--- src/rtl/mgmt_sram_arbiter.sv ---
// Two-port Wishbone classic round-robin arbiter in front of the management SRAM macro.
// Optional contention counter output enabled by defining SRAM_ARB_CONFLICT_CNT_EN.
module mgmt_sram_arbiter #(
    parameter int ADR_WIDTH = 8,
    parameter int DAT_WIDTH = 32
) (
    input  logic                   wb_clk_i,
    input  logic                   wb_rst_i,
    input  logic                   wbs0_cyc_i,
    input  logic                   wbs0_stb_i,
    input  logic                   wbs0_we_i,
    input  logic [DAT_WIDTH/8-1:0] wbs0_sel_i,
    input  logic [31:0]            wbs0_adr_i,
    input  logic [DAT_WIDTH-1:0]   wbs0_dat_i,
    output logic [DAT_WIDTH-1:0]   wbs0_dat_o,
    output logic                   wbs0_ack_o,
    input  logic                   wbs1_cyc_i,
    input  logic                   wbs1_stb_i,
    input  logic                   wbs1_we_i,
    input  logic [DAT_WIDTH/8-1:0] wbs1_sel_i,
    input  logic [31:0]            wbs1_adr_i,
    input  logic [DAT_WIDTH-1:0]   wbs1_dat_i,
    output logic [DAT_WIDTH-1:0]   wbs1_dat_o,
    output logic                   wbs1_ack_o,
    output logic                   sram_csb0_o,
    output logic                   sram_web0_o,
    output logic [DAT_WIDTH/8-1:0] sram_wmask0_o,
    output logic [ADR_WIDTH-1:0]   sram_addr0_o,
    output logic [DAT_WIDTH-1:0]   sram_din0_o,
    input  logic [DAT_WIDTH-1:0]   sram_dout0_i
`ifdef SRAM_ARB_CONFLICT_CNT_EN
    ,
    output logic [15:0]            conflict_cnt_o
`endif
);

    typedef enum logic [1:0] {
        IDLE = 2'd0,
        MEM  = 2'd1,
        RESP = 2'd2
    } state_t;

    state_t                 state_r;
    logic                   last_grant_r;
    logic                   grant_r;
    logic                   we_r;
    logic                   req0_s;
    logic                   req1_s;
    logic                   grant_s;
    logic                   gnt_we_s;
    logic [DAT_WIDTH/8-1:0] gnt_sel_s;
    logic [ADR_WIDTH-1:0]   gnt_word_s;
    logic [DAT_WIDTH-1:0]   gnt_dat_s;
    logic                   unused_adr_s;

    assign req0_s = wbs0_cyc_i & wbs0_stb_i;
    assign req1_s = wbs1_cyc_i & wbs1_stb_i;

    // Byte-offset and upstream-decoded address bits play no part in the SRAM word address.
    assign unused_adr_s = ^{wbs0_adr_i[31:ADR_WIDTH+2], wbs0_adr_i[1:0],
                            wbs1_adr_i[31:ADR_WIDTH+2], wbs1_adr_i[1:0]};

    // Round-robin pick: on contention the port that did not win last time goes first.
    always_comb begin
        grant_s = 1'b0;
        if (req0_s && req1_s) begin
            grant_s = ~last_grant_r;
        end else if (req1_s) begin
            grant_s = 1'b1;
        end else begin
            grant_s = 1'b0;
        end
    end

    // Steer the winning port's request fields toward the SRAM output registers.
    always_comb begin
        gnt_we_s   = 1'b0;
        gnt_sel_s  = {(DAT_WIDTH/8){1'b0}};
        gnt_word_s = {ADR_WIDTH{1'b0}};
        gnt_dat_s  = {DAT_WIDTH{1'b0}};
        if (grant_s) begin
            gnt_we_s   = wbs1_we_i;
            gnt_sel_s  = wbs1_sel_i;
            gnt_word_s = wbs1_adr_i[ADR_WIDTH+1:2];
            gnt_dat_s  = wbs1_dat_i;
        end else begin
            gnt_we_s   = wbs0_we_i;
            gnt_sel_s  = wbs0_sel_i;
            gnt_word_s = wbs0_adr_i[ADR_WIDTH+1:2];
            gnt_dat_s  = wbs0_dat_i;
        end
    end

    // Access sequencer: IDLE issues the SRAM access, MEM lets the macro sample it, RESP acks.
    always_ff @(posedge wb_clk_i) begin
        if (wb_rst_i) begin
            state_r       <= IDLE;
            last_grant_r  <= 1'b1;
            grant_r       <= 1'b0;
            we_r          <= 1'b0;
            wbs0_ack_o    <= 1'b0;
            wbs1_ack_o    <= 1'b0;
            sram_csb0_o   <= 1'b1;
            sram_web0_o   <= 1'b1;
            sram_wmask0_o <= {(DAT_WIDTH/8){1'b0}};
            sram_addr0_o  <= {ADR_WIDTH{1'b0}};
            sram_din0_o   <= {DAT_WIDTH{1'b0}};
        end else begin
            case (state_r)
                IDLE: begin
                    wbs0_ack_o <= 1'b0;
                    wbs1_ack_o <= 1'b0;
                    if (req0_s || req1_s) begin
                        state_r       <= MEM;
                        grant_r       <= grant_s;
                        last_grant_r  <= grant_s;
                        we_r          <= gnt_we_s;
                        sram_csb0_o   <= 1'b0;
                        sram_web0_o   <= ~gnt_we_s;
                        sram_wmask0_o <= gnt_we_s ? gnt_sel_s : {(DAT_WIDTH/8){1'b0}};
                        sram_addr0_o  <= gnt_word_s;
                        sram_din0_o   <= gnt_dat_s;
                    end else begin
                        state_r <= IDLE;
                    end
                end
                MEM: begin
                    // A master that dropped cyc gets no ack; the issued write still lands.
                    state_r     <= RESP;
                    sram_csb0_o <= 1'b1;
                    sram_web0_o <= 1'b1;
                    wbs0_ack_o  <= (grant_r == 1'b0) && wbs0_cyc_i;
                    wbs1_ack_o  <= (grant_r == 1'b1) && wbs1_cyc_i;
                end
                RESP: begin
                    state_r    <= IDLE;
                    wbs0_ack_o <= 1'b0;
                    wbs1_ack_o <= 1'b0;
                end
                default: begin
                    state_r     <= IDLE;
                    sram_csb0_o <= 1'b1;
                    sram_web0_o <= 1'b1;
                    wbs0_ack_o  <= 1'b0;
                    wbs1_ack_o  <= 1'b0;
                end
            endcase
        end
    end

    // Read data arrives from the macro in the RESP cycle, so it is routed straight through.
    always_comb begin
        wbs0_dat_o = {DAT_WIDTH{1'b0}};
        wbs1_dat_o = {DAT_WIDTH{1'b0}};
        if (wbs0_ack_o && !we_r) begin
            wbs0_dat_o = sram_dout0_i;
        end else begin
            wbs0_dat_o = {DAT_WIDTH{1'b0}};
        end
        if (wbs1_ack_o && !we_r) begin
            wbs1_dat_o = sram_dout0_i;
        end else begin
            wbs1_dat_o = {DAT_WIDTH{1'b0}};
        end
    end

`ifdef SRAM_ARB_CONFLICT_CNT_EN
    // Saturating count of IDLE cycles in which both ports were requesting.
    always_ff @(posedge wb_clk_i) begin
        if (wb_rst_i) begin
            conflict_cnt_o <= 16'h0000;
        end else if ((state_r == IDLE) && req0_s && req1_s && (conflict_cnt_o != 16'hFFFF)) begin
            conflict_cnt_o <= conflict_cnt_o + 16'd1;
        end else begin
            conflict_cnt_o <= conflict_cnt_o;
        end
    end
`endif

endmodule

--- config.mk ---
export PLATFORM = sky130hd
export DESIGN_NAME = mgmt_sram_arbiter
export DESIGN_NICKNAME = d
export VERILOG_FILES = /design/src/rtl/mgmt_sram_arbiter.sv
export SDC_FILE = /design/constraint.sdc
export NUM_CORES = 1
export LEC_CHECK = 0
export ABC_AREA = 1
export CORE_AREA = 4 4 110 112
export CTS_CLUSTER_SIZE = 12
export DETAILED_ROUTE_END_ITERATION = 10
export DIE_AREA = 0 0 114 116
export GPL_ROUTABILITY_DRIVEN = 0
export PLACE_DENSITY = 0.8
export SLEW_MARGIN = 30
export SYNTH_ARGS = -nofsm -noshare
export SYNTH_HDL_FRONTEND = slang
export SYNTH_SLANG_ARGS = --single-unit
--- constraint.sdc ---
create_clock -name wb_clk_i -period 3.48 [get_ports wb_clk_i]
set_input_delay 0.348 -clock wb_clk_i [delete_from_list [all_inputs] [get_ports wb_clk_i]]
set_output_delay 0.348 -clock wb_clk_i [all_outputs]
set_load 0.01 [all_outputs]
==> results of run 1 <==
-- where the power goes --
part           switching (mW)  total [mW]  internal, mW
registers              0.0308       0.701         0.670
clock network           0.238       0.585         0.346
logic                   0.233       0.533         0.301
total                   0.502        1.82          1.32
-- cells in the mapped netlist (all sizes together) --
master / count
nand3: 41
clkbuf: 9
nor2: 77
o21ai: 11
dfxtp: 53
nor3: 1
a21oi: 17
and3: 1
inv: 72
buf: 19
nand2: 200
-- registers in the layout, summed over array words and instances (netlist names) --
register and flops:
grant_r 1, last_grant_r 1, sram_addr0_o 8, sram_csb0_o 1, sram_din0_o 32, sram_web0_o 1
sram_wmask0_o 4, state_r 2, wbs0_ack_o 1, wbs1_ack_o 1, we_r 1
-- layout make-up --
| class | count | area, um^2 | area share |
|---|---|---|---|
| clock buffer | 5 | 125 | 0.0226 |
| clock inverter | 3 | 50.0 | 0.00904 |
| inverter | 72 | 270 | 0.0488 |
| multi-input combinational | 348 | 1430 | 0.258 |
| sequential | 53 | 1060 | 0.192 |
| tap | 143 | 179 | 0.0323 |
| timing repair buffer | 243 | 2420 | 0.437 |
-- kinds of logic after synthesis --
| group | count (synthesis) |
|---|---|
| flops | 53 |
| simple gates | 320 |
| buf+inv | 100 |
| compound gates | 28 |
-- worst max-delay path: stages (launching register included) --
cell	delay (ns)
dfxtp_1	0.31
inv_1	0.08
nand2_1	0.32
buf_4	0.33
nor2_1	0.10
clkdlybuf4s50_1	0.55
-- cells in the final DEF, fill, tap and decap left out --
cell,n
and3_1,1
buf_4,4
dfxtp_1,53
nor2_2,1
inv_1,68
nand2_1,196
nor2_1,75
clkbuf_16,5
nand2_2,2
clkdlybuf4s50_1,239
inv_8,1
o21ai_0,11
nand2_4,2
inv_2,4
clkinv_4,1
nor3_1,1
a21oi_1,17
bufinv_16,1
nand3_2,1
nor2_4,1
nand3_1,40
-- stage by stage --
stage	power (mW)	hold WS (ns)	cells
3_3_place_gp	1.25	0.412	859
4_1_cts	1.85	0.429	867
2_1_floorplan	0.950	0.403	501
3_5_place_dp	1.25	0.418	859
6_report	1.82	0.431	867
5_1_grt	1.93	0.469	867
-- how the worst max path moves through the flow --
stage,from,endpoint,cells after the start
after CTS,we_r,wbs1_dat_o[3],4
final,we_r,wbs0_dat_o[17],5
after global routing,we_r,wbs0_dat_o[25],5
after detailed placement,we_r,wbs1_dat_o[3],4
after global placement,we_r,wbs1_dat_o[3],4
after floorplan,wbs0_ack_o,wbs0_dat_o[10],3
-- metal layers --
metal | vias to the layer above | wire length, um
met1 | 1599 | 4200
met3 | 11 | 1280
met2 | 162 | 5610
li1 | 1921 | -
met4 | 2 | 135
met5 | - | 20
==> results.py, run 1 <==
metrics = {
    "timing": {
        "setup_tns_ns": 0,
        "finalCritPeriodShare": 0.671,
        "hold_viol": 0,
        "grt_setup_unrepaired": "false",
        "fmaxAchievable_mhz": 428,
        "finalCriticalPeriod_ns": 2.34,
        "report.final.slew_viol_count": 0,
        "report.final.setup_viol": 0,
        "worst-slew-pin-transition_ns": 0.714,
        "setup_ws_ns": 1.14,
        "finClkSkew_ns": 0.00535,
        "max-slew-margin-rel": 0.523,
    },
    "logic_synthesis": {
        "synth_fa_ha_area_frac": 0,
        "yosysTopAreaCellShare": 0.361,
        "synth.net_count": 677,
        "yosysWarnings": 0,
        "yosys-top-cells-area": "dfxtp_1, nand2_1, nor2_1, inv_1, nand3_1",
        "synth_xor_xnor_area_share": 0,
        "synth_cell_types": 21,
        "multiplexer_fraction_of_the_synthesized_cell_area": 0,
        "syn_area_per_cell_um2": 5.86,
        "postSynthRegisterBits": 53,
        "synth_compound_area_frac": 0.0477,
        "synth.yosys.seq_area_share": 0.361,
        "synthesis.instances": 501,
        "synth_top_family_by_area": "simple AND/OR/NAND/NOR gates",
        "netlist_area_um2": 2940,
        "yosys.area_share.simple": 0.439,
        "synth_top_cell_by_area": "dfxtp_1",
    },
    "critical_path": {
        "maximum_fanout_along_the_worst_path": 18,
        "worst-r2r-setup-slack_ns": 1.90,
        "worst_r2r_end": "sram_wmask0_o[2]",
        "crit_path_end_kind": "primary output",
        "cp_data_arrival_time_ns": 1.99,
        "rr_startpoint": "last_grant_r",
        "timing_worst_setup_path_type": "reg -> out",
        "worst_setup_path_start_kind": "flip-flop",
        "ff2ff_path_depth": 7,
        "worst_ep_required_time_ns": 3.13,
    },
    "clocking": {
        "cts.reportedPaths.clkPinSlew_ns": 0.07,
        "insertion_delay_ns": 0.29,
        "clk_root_buffer_cell": "clkbuf_16",
        "numCtsBuffers": 5,
        "cts_hold_buf": 0,
        "tritoncts": "done",
        "ctsHtreeMaxLevel": 2,
        "post_cts_resized": 0,
        "numClockSinks": 53,
        "cts_post_setup_buffers_inserted": 0,
        "cts_buffer_depth": 2,
    },
    "finish": {
        "diodes": 0,
        "fillCellCount": 1098,
        "final_layout_size_suffix_gt1_frac": 0.0318,
        "layout.core_utilization": 0.494,
        "area_growth_syn_to_layout_pct": 88.5,
        "design.final.nets": 899,
        "final_design_area_no_fill_um2": 5540,
    },
    "routing": {
        "first_iter_violations": 253,
        "routed-via-count": 3695,
        "via_per_inst": 4.26,
        "wire_per_inst_um": 13.0,
        "first_pass_iters": 4,
        "ant_nets": 0,
        "detail_route.drc_violations": 0,
        "postRouteWirelength_mm": 11.3,
    },
    "global_routing": {
        "grtUsageMet3": 0.0648,
        "globalRoute.busiestLayer": "met2",
        "via_count_of_the_first_global_routing_pass": 3367,
        "grt_first_pass_wirelength_mm": 16.9,
        "grt.met1_usage": 0.171,
        "overflow_left_after_global_routing": 0,
        "grt_start_max_net_pins": 51,
        "grtUsageMet2": 0.301,
        "antenna_found_initial": 1,
        "globalRouteTotalUtil": 0.161,
    },
    "power": {
        "powerDensity_nw_per_um2": 328,
        "p_leak_nw": 2.66,
        "power.ir.vdd_worst_mv": 0.238,
    },
    "floorplan": {
        "dieArea_um2": 13200,
        "die_height_um": 116,
        "floorplan.initialDensity": 0.262,
        "floorplan.rows": 39,
        "io_pins": 288,
        "die_width_um": 114,
        "design.core.area_um2": 11200,
    },
    "worst_hold_path": {
        "hold_start": "grant_r",
        "hold_depth": 1,
        "hold_path_sink": "wbs0_ack_o",
        "timing.hold.worst.class": "reg -> reg",
    },
    "placement": {
        "placement.io_buffers": 239,
        "post-place-ws_ns": 1.22,
        "dp.final_hpwl_mm": 8.79,
        "placement.cell_area_um2": 5360,
    },
    "run_status": {
        "run_status": "completed",
    },
    "flow_run": {
        "cap_viol_max_count": 0,
    },
}
No activity file was read; power rests on OpenSTA's default activity.
==> run 2, diff against run 1 <==
CORE_AREA = unset   (was 4 4 110 112)
CORE_MARGIN = 4   (was unset)
CORE_UTILIZATION = 27   (was unset)
DIE_AREA = unset   (was 0 0 114 116)
PLACE_DENSITY = 0.84   (was 0.8)
clock period = 2 ns   (was 3.48 ns; I/O delays follow)
==> run 2 against run 1 <==
Against the previous run:
- hold slack better by 0.011 ns
- wire length fell by 0.14%
- global-route usage grew 1.0 points
- power up 55%
- sequential power is 74% higher
- largest cell class unchanged
==> results.py, run 2 (synthesized netlist as in run 1, its figures left out) <==
metrics = {
    "routing": {
        "detail_route.drc_violations": 0,
        "ant_nets": 0,
        "routed-via-count": 3707,
        "via_per_inst": 4.28,
        "first_pass_iters": 4,
        "first_iter_violations": 142,
        "wire_per_inst_um": 13.0,
        "postRouteWirelength_mm": 11.2,
    },
    "timing": {
        "report.final.setup_viol": 0,
        "finalCritPeriodShare": 0.952,
        "max-slew-margin-rel": 0.734,
        "grt_setup_unrepaired": "false",
        "worst-slew-pin-transition_ns": 0.399,
        "finalCriticalPeriod_ns": 1.90,
        "finClkSkew_ns": 0.0130,
        "hold_viol": 0,
        "report.final.slew_viol_count": 0,
        "fmaxAchievable_mhz": 525,
        "setup_tns_ns": 0,
    },
    "clocking": {
        "insertion_delay_ns": 0.31,
        "numCtsBuffers": 5,
        "numClockSinks": 53,
        "cts_post_setup_buffers_inserted": 0,
        "cts_buffer_depth": 2,
        "cts_hold_buf": 0,
        "cts.reportedPaths.clkPinSlew_ns": 0.11,
        "tritoncts": "done",
        "ctsHtreeMaxLevel": 2,
        "clk_root_buffer_cell": "clkbuf_8",
    },
    "critical_path": {
        "ff2ff_path_depth": 7,
        "worst_setup_path_start_kind": "flip-flop",
        "maximum_fanout_along_the_worst_path": 27,
        "timing_worst_setup_path_type": "reg -> out",
        "worst_ep_required_time_ns": 1.80,
        "worst_r2r_end": "sram_din0_o[25]",
        "cp_data_arrival_time_ns": 1.70,
        "worst-r2r-setup-slack_ns": 0.65,
        "rr_startpoint": "last_grant_r",
        "crit_path_end_kind": "primary output",
    },
    "placement": {
        "dp.final_hpwl_mm": 9.04,
        "placement.io_buffers": 239,
        "placement.cell_area_um2": 5450,
    },
    "worst_hold_path": {
        "hold_depth": 1,
        "hold_path_sink": "wbs0_ack_o",
        "timing.hold.worst.class": "reg -> reg",
        "hold_start": "grant_r",
    },
    "finish": {
        "most-common-layout-cells": "clkdlybuf4s50_1, nand2_1, nor2_1",
        "reg_top3": "sram_din0_o: 32 flops, sram_addr0_o: 8 flops, sram_wmask0_o: 4 flops",
        "area_growth_syn_to_layout_pct": 89.6,
        "mostFrequentLayoutCell": "clkdlybuf4s50_1",
        "registers.top_by_ff_count": "sram_din0_o",
        "design.final.nets": 905,
        "final_design_area_no_fill_um2": 5570,
        "final_layout_size_suffix_gt1_frac": 0.0397,
        "fillCellCount": 1019,
        "diodes": 0,
        "largest_register_ffs": 32,
    },
    "global_routing": {
        "grt_first_pass_wirelength_mm": 17.5,
        "globalRouteTotalUtil": 0.171,
        "antenna_found_initial": 0,
        "via_count_of_the_first_global_routing_pass": 3460,
        "overflow_left_after_global_routing": 0,
        "grt_start_max_net_pins": 57,
    },
    "power": {
        "powerDensity_nw_per_um2": 508,
        "power.ir.vdd_worst_mv": 0.310,
        "p_switching_mw": 0.857,
        "p_sw_frac": 0.303,
        "p_leak_nw": 2.81,
        "part_of_the_total_power_dissipated_in_combinational_logic": 0.337,
        "p_int_mw": 1.97,
        "pwr-share-clk": 0.232,
        "pwr-share-seq": 0.431,
    },
    "floorplan": {
        "die_height_um": 112,
        "floorplan.rows": 37,
        "dieArea_um2": 12600,
        "die_width_um": 112,
        "io_pins": 288,
        "design.core.area_um2": 10500,
        "floorplan.initialDensity": 0.281,
    },
    "run_status": {
        "run_status": "completed",
    },
    "flow_run": {
        "cap_viol_max_count": 0,
    },
}
-- run 2: cell count changes in the layout (fill, tap and decap cells not counted), sizes merged --
cell	change
clkdlybuf4s50	-8
dlymetal6s2s	+7
buf	+6
clkinv	+2
bufinv	-1
dlygate4sd2	+1
inv	-1
-- run 2: power groups by stage --
stage | sequential (mW) | combinational (mW) | clock, mW
floorplan | 1.29 | 0.360 | 0
global placement | 1.24 | 0.957 | 0
detailed placement | 1.25 | 0.962 | 0
CTS | 1.22 | 0.967 | 0.702
global route | 1.23 | 1.06 | 0.734
finish | 1.22 | 0.952 | 0.656
-- run 2: cell type report --
type                            count  area, um^2  share of cell area
Clock buffer                        5        68.8              0.0124
Clock inverter                      3        33.8             0.00607
Inverter                           72         270              0.0485
Multi-Input combinational cell    348        1430               0.257
Sequential cell                    53        1060               0.191
Tap cell                          136         170              0.0306
Timing Repair Buffer              249        2530               0.455
-- run 2: how the worst max path moves through the flow --
stage,from,to,slack (ns),cells after the start
after floorplan,last_grant_r,sram_din0_o[5],0.87,8
after CTS,we_r,wbs1_dat_o[14],0.06,5
after global placement,wbs1_cyc_i,sram_din0_o[31],0.20,10
final,we_r,wbs1_dat_o[14],0.1,5
after global routing,we_r,wbs0_dat_o[19],0.006,5
after detailed placement,wbs1_cyc_i,sram_addr0_o[1],0.20,10
-- run 2: layer usage --
metal | vias up | GRT usage | routed length (um)
li1 | 1938 | - | -
met5 | - | 0 | 0
met4 | 0 | 0.0409 | 188
met3 | 13 | 0.0647 | 1160
met1 | 1598 | 0.180 | 4170
met2 | 158 | 0.321 | 5720
-- run 2: worst max-delay path: stages (launching register included) --
cell	delay (ns)
dfxtp_1	0.33
inv_1	0.08
nand2_2	0.11
buf_12	0.18
nor2_1	0.11
clkdlybuf4s50_1	0.57
-- run 2: repair_timing --
action	in CTS	in global routing
gates resized for setup	2	7
pin swaps	0	0
endpoints found under the setup margin	11	7
cloned	0	0
hold endpoints to repair	0	0
-- run 2: metrics by stage --
step	power [mW]	hold WS [ns]	std cells	worst slack, ns	utilization
after CTS	2.89	0.443	866	0.0577	0.531
final	2.83	0.442	866	0.0964	0.532
after detailed placement	2.21	0.424	858	0.198	0.521
after global placement	2.20	0.417	858	0.203	0.521
after floorplan	1.65	0.321	501	0.874	-
after global routing	3.02	0.458	866	0.00597	0.532
==> run 3, diff against run 2 <==
REMOVE_ABC_BUFFERS = 1   (was unset)
==> run 3 against run 2 <==
Against the previous run:
- hold slack improved by 0.0016 ns
- non-clock buffer count is 2 lower
- clock power grew 18%
- sequential share of layout area barely moved
- setup slack better by 0.045 ns
- global-route usage fell by 0.28 points
- sequential cell count unchanged
- first-iteration DRC count grew 25%
- critical endpoint is now wbs0_dat_o[8]
- highest routed layer is now met5
==> results.py, run 3 (synthesized netlist as in run 1, its figures left out) <==
metrics = {
    "critical_path": {
        "worst_ep_required_time_ns": 1.80,
        "timing_worst_setup_path_type": "reg -> out",
        "rr_startpoint": "last_grant_r",
        "worstSetupStartpoint": "we_r",
        "worst_setup_path_start_kind": "flip-flop",
        "cp_data_arrival_time_ns": 1.66,
        "worst_r2r_end": "sram_wmask0_o[3]",
        "crit_path_end_kind": "primary output",
        "ff2ff_path_depth": 7,
        "worst-r2r-setup-slack_ns": 0.60,
        "maximum_fanout_along_the_worst_path": 32,
    },
    "finish": {
        "area_growth_syn_to_layout_pct": 89.4,
        "mostFrequentLayoutCell": "clkdlybuf4s50_1",
        "final_design_area_no_fill_um2": 5560,
        "sequential_cell_area_um2": 1060,
        "design.final.nets": 903,
        "reg_top3": "sram_din0_o: 32 flops, sram_addr0_o: 8 flops, sram_wmask0_o: 4 flops",
        "diodes": 0,
        "fillCellCount": 1036,
        "multi_input_gate_area_um2": 1430,
        "layout.core_utilization": 0.532,
        "most-common-layout-cells": "clkdlybuf4s50_1, nand2_1, nor2_1",
        "final_layout_size_suffix_gt1_frac": 0.0371,
        "registers.top_by_ff_count": "sram_din0_o",
        "largest_register_ffs": 32,
    },
    "worst_hold_path": {
        "timing.hold.worst.class": "reg -> reg",
        "hold_depth": 1,
        "hold_path_sink": "wbs0_ack_o",
        "hold_start": "grant_r",
    },
    "power": {
        "p_leak_nw": 2.82,
        "power.ir.vdd_worst_mv": 0.373,
        "pwr-share-seq": 0.414,
        "p_sw_frac": 0.291,
        "p_int_mw": 2.09,
        "part_of_the_total_power_dissipated_in_combinational_logic": 0.323,
        "powerDensity_nw_per_um2": 530,
        "p_switching_mw": 0.859,
        "pwr-share-clk": 0.263,
    },
    "routing": {
        "first_iter_violations": 177,
        "detail_route.drc_violations": 0,
        "ant_nets": 0,
        "via_per_inst": 4.26,
        "first_pass_iters": 4,
        "postRouteWirelength_mm": 11.2,
        "routed-via-count": 3682,
        "wire_per_inst_um": 12.9,
    },
    "placement": {
        "placement.cell_area_um2": 5420,
        "dp.final_hpwl_mm": 8.99,
        "placement.io_buffers": 239,
    },
    "global_routing": {
        "overflow_left_after_global_routing": 0,
        "antenna_found_initial": 1,
        "grt_start_max_net_pins": 46,
        "via_count_of_the_first_global_routing_pass": 3429,
        "globalRouteTotalUtil": 0.168,
        "grt_first_pass_wirelength_mm": 17.3,
    },
    "clocking": {
        "cts_hold_buf": 0,
        "numClockSinks": 53,
        "cts.reportedPaths.clkPinSlew_ns": 0.11,
        "ctsHtreeMaxLevel": 2,
        "clk_root_buffer_cell": "clkbuf_8",
        "insertion_delay_ns": 0.32,
        "cts_buffer_depth": 2,
        "tritoncts": "done",
        "numCtsBuffers": 5,
    },
    "floorplan": {
        "die_height_um": 112,
        "io_pins": 288,
        "die_width_um": 112,
        "floorplan.initialDensity": 0.281,
        "dieArea_um2": 12600,
        "design.core.area_um2": 10500,
        "floorplan.rows": 37,
    },
    "timing": {
        "grt_setup_unrepaired": "false",
        "finClkSkew_ns": 0.0115,
        "max-slew-margin-rel": 0.651,
        "hold_viol": 0,
        "worst-slew-pin-transition_ns": 0.522,
        "report.final.slew_viol_count": 0,
        "fmaxAchievable_mhz": 538,
        "finalCriticalPeriod_ns": 1.86,
        "setup_tns_ns": 0,
        "report.final.setup_viol": 0,
        "finalCritPeriodShare": 0.929,
    },
    "flow_run": {
        "cap_viol_max_count": 0,
    },
    "run_status": {
        "run_status": "completed",
    },
}
run 3: cell count changes in the layout (fill, tap and decap cells not counted):
cell,previous run,this run
dlymetal6s2s_1,7,8
clkinv_8,1,0
clkinvlp_4,0,1
inv_8,0,1
dlygate4sd2_1,1,0
nand2_2,2,1
nor2_2,1,2
bufinv_16,0,1
buf_12,4,3
nor2_1,75,74
buf_6,0,1
buf_4,6,4
clkinv_4,2,0
nand2_1,196,197
run 3: how the worst max path moves through the flow:
stage                     slack, ns          endpoint
after global routing           0.01    wbs0_dat_o[11]
after global placement         0.20  sram_wmask0_o[3]
final                          0.14     wbs0_dat_o[8]
after CTS                      0.04    wbs1_dat_o[24]
after floorplan                0.46  sram_wmask0_o[0]
after detailed placement       0.14    sram_din0_o[8]
run 3: worst max-delay path, stage by stage, from the launching register on:
cell	delay, ns
dfxtp_1	0.32
inv_1	0.06
nand2_1	0.05
buf_4	0.22
nor2_2	0.14
clkdlybuf4s50_1	0.55
run 3: repair_timing:
action	in CTS	in global routing
endpoints found under the setup margin	0	10
gates resized for setup	0	10
buffers inserted	0	0
hold endpoints to repair	0	0
run 3: layout make-up:
type                            count  share of cell area
Timing Repair Buffer              247               0.452
Multi-Input combinational cell    348               0.257
Sequential cell                    53               0.191
Inverter                           72              0.0486
Tap cell                          136              0.0306
Clock buffer                        5              0.0124
Clock inverter                      3             0.00877
run 3: power by group through the flow:
stage               Clock, mW  Combinational (mW)  Sequential (mW)
global placement            0               0.953             1.24
detailed placement          0               0.960             1.24
finish                  0.776               0.951             1.22
CTS                     0.806               0.965             1.22
floorplan                   0               0.312             1.29
global route            0.854                1.05             1.23
run 3: routing by layer:
| metal | share of wire | vias up | routed length, um | track usage |
|---|---|---|---|---|
| li1 | - | 1930 | - | - |
| met1 | 0.38 | 1577 | 4240 | 0.173 |
| met3 | 0.10 | 12 | 1120 | 0.0663 |
| met5 | 0.0012 | - | 13 | 0 |
| met2 | 0.50 | 161 | 5600 | 0.319 |
| met4 | 0.017 | 2 | 191 | 0.0401 |
run 3: stage by stage:
step                      std cells  setup WS, ns  power [mW]  hold WS [ns]
after floorplan                 473         0.460        1.60         0.269
after global placement          856         0.201        2.19         0.418
after detailed placement        856         0.142        2.20         0.419
after CTS                       864        0.0369        2.99         0.439
after global routing            864        0.0121        3.14         0.460
final                           864         0.141        2.95         0.444
